File: src/rtl/pc_add.sv
// Next-PC unit: sequential, branch, jump and jump-register targets.
// Registered next PC plus a misaligned-target flag, one-cycle latency.
//
// Ports:
//   CLK       rising-edge clock
//   RST       synchronous active-high reset
//   PCSrc     00 seq, 01 branch, 10 J/JAL, 11 JR
//   curPC     current instruction address
//   immediate sign-extended word offset
//   addr      J/JAL instruction index
//   rs        JR register value
//   nextPC    registered next address
//   alignErr  registered, nextPC[1:0] != 0
module pc_add (
  input  logic        CLK,
  input  logic        RST,
  input  logic [1:0]  PCSrc,
  input  logic [31:0] curPC,
  input  logic [31:0] immediate,
  input  logic [25:0] addr,
  input  logic [31:0] rs,
  output logic [31:0] nextPC,
  output logic        alignErr
);

  logic [31:0] pc4;
  logic [31:0] br_tgt;
  logic [31:0] j_tgt;
  logic [31:0] tgt;
  logic        err;

  logic [31:0] next_pc_d, next_pc_q;
  logic        align_err_d, align_err_q;

  // The shift drops immediate[31:30]; the
  // sign survives through 32-bit wrap.
  always_comb begin
    pc4    = curPC + 32'd4;
    br_tgt = pc4 + (immediate << 2);
    j_tgt  = {pc4[31:28], addr, 2'b00};
  end

  always_comb begin
    tgt = pc4;
    unique case (PCSrc)
      2'b00: tgt = pc4;
      2'b01: tgt = br_tgt;
      2'b10: tgt = j_tgt;
      2'b11: tgt = rs;
    endcase
  end

  // Only reported, never trapped.
  assign err = |tgt[1:0];

  always_comb begin
    next_pc_d   = tgt;
    align_err_d = err;
  end

  always_ff @(posedge CLK) begin
    if (RST) begin
      next_pc_q   <= 32'h0;
      align_err_q <= 1'b0;
    end else begin
      next_pc_q   <= next_pc_d;
      align_err_q <= align_err_d;
    end
  end

  assign nextPC   = next_pc_q;
  assign alignErr = align_err_q;

endmodule

File: config.mk
export PLATFORM = sky130hd
export DESIGN_NAME = pc_add
export DESIGN_NICKNAME = d
export VERILOG_FILES = /design/src/rtl/pc_add.sv
export SDC_FILE = /design/constraint.sdc
export NUM_CORES = 1
export LEC_CHECK = 0
export ABC_CLOCK_PERIOD_IN_PS = 10800
export CAP_MARGIN = 15
export CORE_MARGIN = 1
export CORE_UTILIZATION = 47
export DETAILED_ROUTE_END_ITERATION = 12
export PLACE_DENSITY = 0.87
export SLEW_MARGIN = 20
export SYNTH_ARGS = -nofsm -noshare
export SYNTH_HDL_FRONTEND = slang
export SYNTH_SLANG_ARGS = --single-unit
File: constraint.sdc
create_clock -name CLK -period 10.8 [get_ports CLK]
set_input_delay 2.16 -clock CLK [delete_from_list [all_inputs] [get_ports CLK]]
set_output_delay 2.16 -clock CLK [all_outputs]
set_load 0.01 [all_outputs]
==> results.cfg <==
[outcome]
status = completed

[timing]
layout_min_cycle_time_ns = 6.354
tightest_slew_ns = 0.6932
final-setup-viol-count = 0
slew_headroom = 0.5364
fmax_ghz = 0.1574
fin_tns_setup_ns = 0
slew_violations = 0
hold_viol = 0
rsz0062_at_grt = false
period_share = 0.5884

[pwr]
leakagePower_nw = 2.233
peakVddDrop_v = 0.00008232
p_per_area_nw_per_um2 = 91.06

[drt]
vias = 4102
drt_first_pass_iters = 4
wl_mm = 12.36
drc = 0
wl_per_cell_um = 17.81
vias_per_cell = 5.911
ant_nets = 0
drt-initial-drc-count = 242

[job]
maxCapViolCount = 0

[logic_synthesis]
ys_seq_elements = 33
ys_warn_count = 0
netlist_area_um2 = 3696
yosys-top-cells-area = dfxtp_1, ha_1, mux4_2
ys_types = 61
syn-num-nets = 602
syn_area_per_cell_um2 = 8.381
seq_area_frac_synth = 0.1787
ys_async_sr_fraction = 0
synth_top_area_cell = dfxtp_1
synth_top_cell_area_share = 0.1787
synth_edf_count = 0
synth_flop_cell = dfxtp_1
synthCells = 441

[global_route]
grt_pass1_wl_mm = 20.29
grt_overflow_total = 0
grt_max_degree = 31
grt_pass1_vias = 4214
antenna_found_initial = 0
gr-usage-all-layers = 0.3073

[final_layout]
n_antenna_cell = 0
area_delta_synth_final_pct = 48.10
layout.cells.non_filler = 694
final_nets = 755
drive_gt1_frac = 0.06891
layout_common_cells = clkdlybuf4s50_1, nand2_1, nor2_1, ha_1, dfxtp_1
final_common_cell = clkdlybuf4s50_1

[floorplanning]
rows = 31
dieWidth_um = 90.68
die_area_um2 = 8223
core-area_um2 = 7408
ios = 159
start_util = 0.4989
die_y_um = 90.68

[cts]
cts_tree = done
clock_path_buffers = 2
path_clk_slew_ns = 0.09
cts_made_buffers = 5
htreeDepth = 2
cts-hold-fix-buffers = 0
cts_resized = 0
cts_setup_buffers = 0
cts_sinks = 33
clockRootBuffer = clkbuf_8

[placed_design]
portBuffers = 156
post-place-cells = 686
place_congestion = 0.9153
dp_hpwl_mm = 9.879

[critical_path]
worst_path_max_delay_cell = nor4_1
crit_chain = clkdlybuf4s50_1, ha_1, nand4_1, nor4_1, and2_1, nand4_1, xnor2_1, ha_1, a21o_1, a21oi_1, o21bai_1, a21oi_1, nand3b_1, a21o_1, a31oi_1, mux2_2, and3_1
critPathMaxFanout = 7
worstSetupStartpointType = input port
worstPathRequired_ns = 10.99
cp.arrival_ns = 6.55
crit_path_max_incr_delay_ns = 0.61
critPathCaptureType = flip-flop
path_buf_inv = 1
critPathKind = in2reg
crit_family = simple AND/OR/NAND/NOR gates

[worst_hold_path]
hold_class = in2reg
holdPathEnd = nextPC[5]$_SDFF_PP0_
worstHoldStart = addr[3]
hold_depth = 3
==> cell usage after synthesis (all sizes together) (3+ instances only) <==
master	number
and2	22
a211oi	10
inv	14
a31oi	5
nor4	3
nand2	35
o21a	4
nor2b	5
nor2	34
o31ai	6
and4	4
or3	3
buf	4
o21ai	16
mux4	16
nand2b	8
nand3	18
a311oi	3
a21o	13
ha	34
xor2	18
mux2i	8
a21oi	33
clkbuf	10
xnor2	29
nand4	8
and3	8
nor3	3
dfxtp	33
o21bai	5
a221oi	3
==> final cells by class <==
class / count / area [um^2]
repair buffers: 160 / 1592
clock inverters: 3 / 46.29
inverters: 15 / 56.30
multi-input cells: 379 / 2927
fillers: 564 / 1934
well taps: 99 / 123.9
flip-flops and latches: 33 / 660.6
clock buffers: 5 / 68.82
==> logic make-up after synthesis <==
family                   count (synthesis)  share of synthesized area
AND/OR/NAND/NOR                        156                     0.2248
XOR/XNOR                                47                     0.1114
flip-flops                              33                     0.1787
AO/OA/AOI/OAI                          115                     0.2099
buffers and inverters                   29                    0.02945
multiplexers                            26                     0.1253
adder cells (fa/ha/maj)                 35                     0.1205
==> per-layer routing <==
layer | global-route usage | share of wire | vias up | wire length, um
met2 | 0.5335 | 0.48 | 195 | 5962
met3 | 0.05219 | 0.072 | 43 | 895
li1 | - | - | 1939 | -
met5 | 0 | 0 | - | 0
met1 | 0.3693 | 0.41 | 1925 | 5061
met4 | 0.1358 | 0.035 | 0 | 438
==> worst max-delay path by stage <==
| stage | start | endpoint | cells past startpoint |
|---|---|---|---|
| after floorplan | curPC[2] | nextPC[31]$_SDFF_PP0_ | 16 |
| after global placement | curPC[2] | nextPC[31]$_SDFF_PP0_ | 17 |
| after detailed placement | curPC[2] | nextPC[31]$_SDFF_PP0_ | 17 |
| after CTS | curPC[2] | nextPC[31]$_SDFF_PP0_ | 17 |
| after global routing | curPC[2] | nextPC[31]$_SDFF_PP0_ | 17 |
| final | curPC[2] | nextPC[31]$_SDFF_PP0_ | 17 |
==> power by group <==
part	switching (mW)	internal [mW]	total (mW)
Combinational	0.107	0.130	0.237
Clock	0.0563	0.0692	0.125
Sequential	0.00304	0.133	0.136
==> state kept, by name (all words and copies together) (netlist names) <==
register and count:
alignErr 1, nextPC 32
==> tightest hold or removal path, stage by stage <==
cell and delay, ns:
clkdlybuf4s50_1 0.39, nand2_1 0.07, a311oi_1 0.08
==> stage by stage <==
step           instance area (um^2)  power, mW    util  setup slack, ns  hold slack [ns]
4_1_cts                        5474     0.4984  0.7389            4.493            2.439
2_1_floorplan                  3696     0.2699       -            5.510            2.304
3_3_place_gp                   5359     0.3659  0.7234            4.258            2.779
6_report                       5474     0.4985  0.7389            4.446            2.443
5_1_grt                        5474     0.5269  0.7389            4.164            2.453
3_5_place_dp                   5359     0.3718  0.7234            4.219            2.762
(Power assumes the default switching activity.)
